**src/rtl/ssd_pkg.sv**
```systemverilog
// Shared glyph constants and helpers for the seven-segment scan controller.
// Glyphs are active-high, bit order {g,f,e,d,c,b,a}.
package ssd_pkg;

  localparam logic [6:0] SEG_0    = 7'h3F;
  localparam logic [6:0] SEG_1    = 7'h06;
  localparam logic [6:0] SEG_2    = 7'h5B;
  localparam logic [6:0] SEG_3    = 7'h4F;
  localparam logic [6:0] SEG_4    = 7'h66;
  localparam logic [6:0] SEG_5    = 7'h6D;
  localparam logic [6:0] SEG_6    = 7'h7D;
  localparam logic [6:0] SEG_7    = 7'h07;
  localparam logic [6:0] SEG_8    = 7'h7F;
  localparam logic [6:0] SEG_9    = 7'h6F;
  localparam logic [6:0] SEG_A    = 7'h77;
  localparam logic [6:0] SEG_B    = 7'h7C;
  localparam logic [6:0] SEG_C    = 7'h39;
  localparam logic [6:0] SEG_D    = 7'h5E;
  localparam logic [6:0] SEG_E    = 7'h79;
  localparam logic [6:0] SEG_F    = 7'h71;
  localparam logic [6:0] SEG_DASH = 7'h40;
  localparam logic [6:0] SEG_OFF  = 7'h00;

  function automatic int clog2(input int n);
    int r;
    r = 0;
    while ((1 << r) < n) r++;
    return r;
  endfunction

  // Converts an active-high level into the pin level for the board polarity.
  function automatic logic drive_level(input logic active, input logic act_low);
    return active ^ act_low;
  endfunction

endpackage

```
**src/rtl/ssd_glyph_decoder.sv**
```systemverilog
// Combinational 4-bit value to seven-segment glyph; BCD mode shows a dash for 10-15.
module ssd_glyph_decoder
  import ssd_pkg::*;
(
  input  logic [3:0] i_value,
  input  logic       i_mode_bcd,
  output logic [6:0] o_glyph
);

  always_comb begin
    o_glyph = SEG_OFF;
    if (i_mode_bcd && (i_value > 4'd9)) begin
      o_glyph = SEG_DASH;
    end else begin
      case (i_value)
        4'h0: o_glyph = SEG_0;
        4'h1: o_glyph = SEG_1;
        4'h2: o_glyph = SEG_2;
        4'h3: o_glyph = SEG_3;
        4'h4: o_glyph = SEG_4;
        4'h5: o_glyph = SEG_5;
        4'h6: o_glyph = SEG_6;
        4'h7: o_glyph = SEG_7;
        4'h8: o_glyph = SEG_8;
        4'h9: o_glyph = SEG_9;
        4'hA: o_glyph = SEG_A;
        4'hB: o_glyph = SEG_B;
        4'hC: o_glyph = SEG_C;
        4'hD: o_glyph = SEG_D;
        4'hE: o_glyph = SEG_E;
        4'hF: o_glyph = SEG_F;
      endcase
    end
  end

endmodule

```
**src/rtl/ssd_scan_controller.sv**
```systemverilog
// Time-multiplexed seven-segment scanner with per-frame snapshot, leading-zero
// blanking, PWM brightness and one-cycle dead time at every slot start.
module ssd_scan_controller
  import ssd_pkg::*;
#(
  parameter int NUM_DIGITS  = 4,
  parameter int REFRESH_DIV = 100000,
  parameter int BRIGHT_BITS = 4,
  parameter int ACTIVE_LOW  = 1
) (
  input  logic                          clk,
  input  logic                          reset,
  input  logic [4*NUM_DIGITS-1:0]       digits_in,
  input  logic [NUM_DIGITS-1:0]         dp_in,
  input  logic                          mode_bcd,
  input  logic                          blank_lz,
  input  logic [BRIGHT_BITS-1:0]        brightness,
  output logic [NUM_DIGITS-1:0]         an,
  output logic [6:0]                    seg,
  output logic                          dp,
  output logic [clog2(NUM_DIGITS)-1:0]  digit_sel,
  output logic                          frame_tick
);

  localparam int               SEL_W    = clog2(NUM_DIGITS);
  localparam int               PRE_W    = clog2(REFRESH_DIV);
  localparam logic [PRE_W-1:0] PRE_LAST = PRE_W'(REFRESH_DIV - 1);
  localparam logic [SEL_W-1:0] IDX_LAST = SEL_W'(NUM_DIGITS - 1);
  localparam logic             AL       = 1'(ACTIVE_LOW != 0);

  logic [PRE_W-1:0]        r_presc;
  logic [SEL_W-1:0]        r_idx;
  logic [4*NUM_DIGITS-1:0] r_sh_digits;
  logic [NUM_DIGITS-1:0]   r_sh_dp;
  logic                    r_sh_bcd;
  logic                    r_sh_blz;

  logic                    w_snap;
  logic [4*NUM_DIGITS-1:0] w_digits;
  logic [NUM_DIGITS-1:0]   w_dp_req;
  logic                    w_bcd;
  logic                    w_blz;
  logic [NUM_DIGITS-1:0]   w_blank_mask;
  logic                    w_run_zero;
  logic [3:0]              w_value;
  logic [6:0]              w_glyph;
  logic                    w_blank;
  logic [BRIGHT_BITS-1:0]  w_pwm;
  logic                    w_lit;
  logic [NUM_DIGITS-1:0]   w_onehot;
  logic [NUM_DIGITS-1:0]   w_an;
  logic [6:0]              w_seg;
  logic                    w_dp;
  logic [NUM_DIGITS-1:0]   w_an_pin;
  logic [6:0]              w_seg_pin;
  logic                    w_dp_pin;

  assign w_snap = (r_presc == '0) && (r_idx == '0);

  // Digit 0's slot shows the frame being captured on that same edge.
  assign w_digits = w_snap ? digits_in : r_sh_digits;
  assign w_dp_req = w_snap ? dp_in     : r_sh_dp;
  assign w_bcd    = w_snap ? mode_bcd  : r_sh_bcd;
  assign w_blz    = w_snap ? blank_lz  : r_sh_blz;

  // A digit is blanked only while it and everything above it are zero without dp.
  always_comb begin
    w_run_zero   = w_blz;
    w_blank_mask = '0;
    for (int k = NUM_DIGITS - 1; k >= 1; k--) begin
      w_run_zero      = w_run_zero && (w_digits[4*k +: 4] == 4'd0) && !w_dp_req[k];
      w_blank_mask[k] = w_run_zero;
    end
  end

  assign w_value = w_digits[{r_idx, 2'b00} +: 4];

  ssd_glyph_decoder u_glyph (
    .i_value    (w_value),
    .i_mode_bcd (w_bcd),
    .o_glyph    (w_glyph)
  );

  assign w_blank  = w_blank_mask[r_idx];
  assign w_pwm    = r_presc[BRIGHT_BITS-1:0];
  assign w_lit    = (r_presc != '0) && ((&brightness) || (w_pwm < brightness));
  assign w_onehot = NUM_DIGITS'(1) << r_idx;
  assign w_an     = (w_lit && !w_blank) ? w_onehot : '0;
  assign w_seg    = w_blank ? SEG_OFF : w_glyph;
  assign w_dp     = !w_blank && w_dp_req[r_idx];

  always_comb begin
    w_an_pin  = '0;
    w_seg_pin = '0;
    for (int k = 0; k < NUM_DIGITS; k++) w_an_pin[k] = drive_level(w_an[k], AL);
    for (int k = 0; k < 7; k++) w_seg_pin[k] = drive_level(w_seg[k], AL);
    w_dp_pin = drive_level(w_dp, AL);
  end

  always_ff @(posedge clk or posedge reset) begin
    if (reset) begin
      r_presc <= '0;
      r_idx   <= '0;
    end else if (r_presc == PRE_LAST) begin
      r_presc <= '0;
      r_idx   <= (r_idx == IDX_LAST) ? '0 : r_idx + 1'b1;
    end else begin
      r_presc <= r_presc + 1'b1;
    end
  end

  always_ff @(posedge clk or posedge reset) begin
    if (reset) begin
      r_sh_digits <= '0;
      r_sh_dp     <= '0;
      r_sh_bcd    <= 1'b0;
      r_sh_blz    <= 1'b0;
    end else if (w_snap) begin
      r_sh_digits <= digits_in;
      r_sh_dp     <= dp_in;
      r_sh_bcd    <= mode_bcd;
      r_sh_blz    <= blank_lz;
    end
  end

  always_ff @(posedge clk or posedge reset) begin
    if (reset) begin
      an         <= {NUM_DIGITS{AL}};
      seg        <= {7{AL}};
      dp         <= AL;
      digit_sel  <= '0;
      frame_tick <= 1'b0;
    end else begin
      an         <= w_an_pin;
      seg        <= w_seg_pin;
      dp         <= w_dp_pin;
      digit_sel  <= r_idx;
      frame_tick <= w_snap;
    end
  end

endmodule

```
**config.mk**
```make
export PLATFORM = sky130hd
export DESIGN_NAME = ssd_scan_controller
export DESIGN_NICKNAME = d
export VERILOG_FILES = /design/src/rtl/ssd_pkg.sv /design/src/rtl/ssd_glyph_decoder.sv /design/src/rtl/ssd_scan_controller.sv
export SDC_FILE = /design/constraint.sdc
export NUM_CORES = 1
export LEC_CHECK = 0
export ABC_AREA = 0
export BUFFER_PORTS_ARGS = -buffer_cell sky130_fd_sc_hd__buf_2
export CORE_MARGIN = 2
export CORE_UTILIZATION = 62
export CTS_CLUSTER_DIAMETER = 200
export CTS_CLUSTER_SIZE = 24
export DETAILED_ROUTE_END_ITERATION = 10
export PLACE_DENSITY = 0.85
export SYNTH_ARGS = -nofsm -noshare
export SYNTH_HDL_FRONTEND = slang
export SYNTH_SLANG_ARGS = --single-unit
```
**constraint.sdc**
```tcl
create_clock -name clk -period 10.15 [get_ports clk]
set_input_delay 1.5225 -clock clk [delete_from_list [all_inputs] [get_ports clk]]
set_output_delay 1.5225 -clock clk [all_outputs]
set_load 0.01 [all_outputs]
```
==> results.yml <==
worst_setup_path:
  worstSetupPathType: "reg -> reg"
  worst_setup_path_endpoint: "seg[5]"
  cp-start-kind: "flop"
  r2r_end: "seg[5]"
  crit_required_ps: 10360
  arrival_ps: 4480
  crit_path_end_kind: "flop"
  reg2reg_depth: 12
  r2r_setup_slack_ps: 5880
  startpoint: "r_idx[1]"
  crit_fanout: 19
  r2r_start: "r_idx[1]"
timing:
  period_share_pct: 42.1
  rsz0062_at_grt: "false"
  setup_viol: 0
  setup_ws_ps: 5880
  clock.fmax_mhz: 234
  drv_slew: 0
  worst_pin_slew_ps: 679
  fin_crit_ps: 4270
  whs_ps: 484
  finalHoldViolCount: 0
  fin_skew_ps: 12.6
  maxSlewHeadroom_pct: 54.7
  finalSetupTns_ps: 0
floorplanning:
  die-width_um: 74.6
  start_util_pct: 65.0
  rows: 25
  die-area_mm2: 0.00557
  core_area_mm2: 0.00475
  ios: 43
  die_height_um: 74.6
place:
  hpwlAfterDp_mm: 4.72
  routabilityCongestion: 0.971
  place_ws_ps: 5930
  io_buffers: 42
drt:
  drc_errors: 0
  viasPerCell: 5.87
  wl_per_cell_um: 15.4
  drt-pass1-iter-count: 4
  vias: 2399
  ant_nets: 0
  drtIter0Drc: 205
  wl_mm: 6.30
global_route:
  grtUsageMet3_pct: 5.42
  grt.busiest_layer: "met2"
  grt_pass1_wl_mm: 10.5
  grt_max_degree: 57
  grt_pass1_vias: 2281
  antenna_found_initial: 0
  use_met1_pct: 34.4
  use_met2_pct: 39.5
  grtUsageTotal_pct: 24.9
  overflow: 0
clocking:
  cts_resized: 0
  clockBufferDepth: 2
  clock_sink_count: 56
  cts.htree.levels: 2
  numCtsBuffers: 5
  clk_pin_slew_ps: 90
  cts_root_buf: "clkbuf_8"
  hold_buffers: 0
  postCtsSetupBuffers: 0
  cts_tree: "built"
  worstSkewPairLatency_ps: 310
synth:
  yosysMostFrequentCell: "nand2_1"
  synth_seq_cells: 56
  synth_edf_count: 0
  synthFlopType: "dfrtp_1"
  syn_nets: 343
  yosys.area_share.simple_pct: 21.6
  syn_area_mm2: 0.00309
  synthArstFlopShare_pct: 100
  synth_top_family_by_area: "simple AND/OR/NAND/NOR gates"
  ys_types: 53
  synth_xor_area_share_pct: 3.40
  syn_avg_cell_area_um2: 10.3
  synth_area_leaders: "dfrtp_1 (36%), dfstp_2 (10%), nand2_1 (7.2%), ha_1 (5.7%), mux2_2 (4.4%)"
  synthAdderAreaFrac_pct: 5.67
  synthTopCellsByCount: "nand2_1 (59), dfrtp_1 (44), nor2_1 (16)"
  yosys.area.top_type_share_pct: 35.6
  synth_compound_area_share_pct: 10.2
  ys_seq_area_share_pct: 45.8
  postSynthCellCount: 301
  yosysWarningCount: 0
  synth_top_area_cell: "dfrtp_1"
  synthMuxAreaShare_pct: 9.96
run_status:
  status: "completed"
job:
  maxCapViolations: 0
min_path:
  hold_depth: 2
  min_path_type: "reg -> reg"
  hold_path_startpoint: "r_sh_digits[2]"
cells_and_area:
  drive_above_1_share_pct: 26.0
  syn_to_final_growth_pct: 10.7
  fillers: 354
  fin_nets: 383
  antenna_cells: 0
pwr:
  p_per_area_mw_per_mm2: 115
  ir_drop_mv: 0.0676
  p_leak_nw: 1.59
==> cells in the final DEF (no fill, tap or decap), types with 3 or more instances in the layout <==
cell type  instances
a211o_1            3
a21o_1             4
a21oi_1            9
a22o_1             3
a22oi_1            3
and3_1             6
buf_2             42
clkbuf_8           5
dfrtp_1           44
dfstp_2           12
ha_1              14
inv_1             12
mux2_2            12
mux2i_1            6
mux4_2             4
nand2_1           59
nand3_1           11
nand4_1            4
nor2_1            16
nor3_1             5
nor4_1             3
o211ai_1           4
o21ai_0            7
xnor2_1            7
xor2_1             5
==> worst max-delay path, stage by stage, from the launching register on <==
cell and delay [ps]:
dfrtp_1 500, inv_1 410, ha_1 330, nand3_2 170, nor2_4 440, mux2_2 410
mux4_2 550, inv_1 110, ha_1 340, nor2_1 110, or3_4 390, a31oi_4 230
o221ai_1 180
==> routing by layer <==
metal | share of wire (%) | wire, um
met4 | 1.8 | 112
met1 | 46 | 2920
met5 | 0 | 0
met2 | 46 | 2910
met3 | 5.6 | 351
==> sequential cells by signal, summed over array words and instances, names as in the netlist <==
signal / flops
an: 4
digit_sel: 2
dp: 1
frame_tick: 1
r_idx: 2
r_presc: 17
r_sh_bcd: 1
r_sh_blz: 1
r_sh_digits: 16
r_sh_dp: 4
seg: 7
==> logic make-up after synthesis <==
group,Yosys count
adders and majority gates,14
AOI/OAI and AO/OA,44
xor gates and xnor gates,12
muxes,23
buffers and inverters,24
and+or+nand+nor,128
DFF,56
==> final cells by class <==
type | instances | area (um^2) | share of cell area, %
tap | 67 | 83.8 | 2.45
clock buffer | 7 | 76.3 | 2.23
sequential | 56 | 1420 | 41.4
multi-input combinational | 221 | 1570 | 45.9
timing repair buffer | 43 | 218 | 6.36
clock inverter | 1 | 5.00 | 0.146
inverter | 14 | 52.6 | 1.54
==> how the worst min path moves through the flow <==
stage | end
after detailed placement | r_sh_dp[0]
after global placement | r_sh_blz
final | r_sh_digits[2]
after CTS | r_sh_dp[0]
after floorplan | digit_sel[0]
after global routing | r_sh_dp[0]
==> power by group <==
group	internal, mW	leakage [nW]	switching (mW)
clock	0.0487	0.0422	0.0686
combinational	0.0175	0.870	0.0236
sequential	0.233	0.675	0.00332
==> metrics by stage <==
stage / total power [mW] / cell area, um^2 / util [%] / cells
final: 0.394 / 3420 / 72.0 / 409
after global placement: 0.280 / 3340 / 70.3 / 401
after global routing: 0.410 / 3420 / 72.0 / 409
after detailed placement: 0.281 / 3340 / 70.3 / 401
after CTS: 0.397 / 3420 / 72.0 / 409
after floorplan: 0.265 / 3090 / - / 301
No activity file was read; power rests on OpenSTA's default activity.
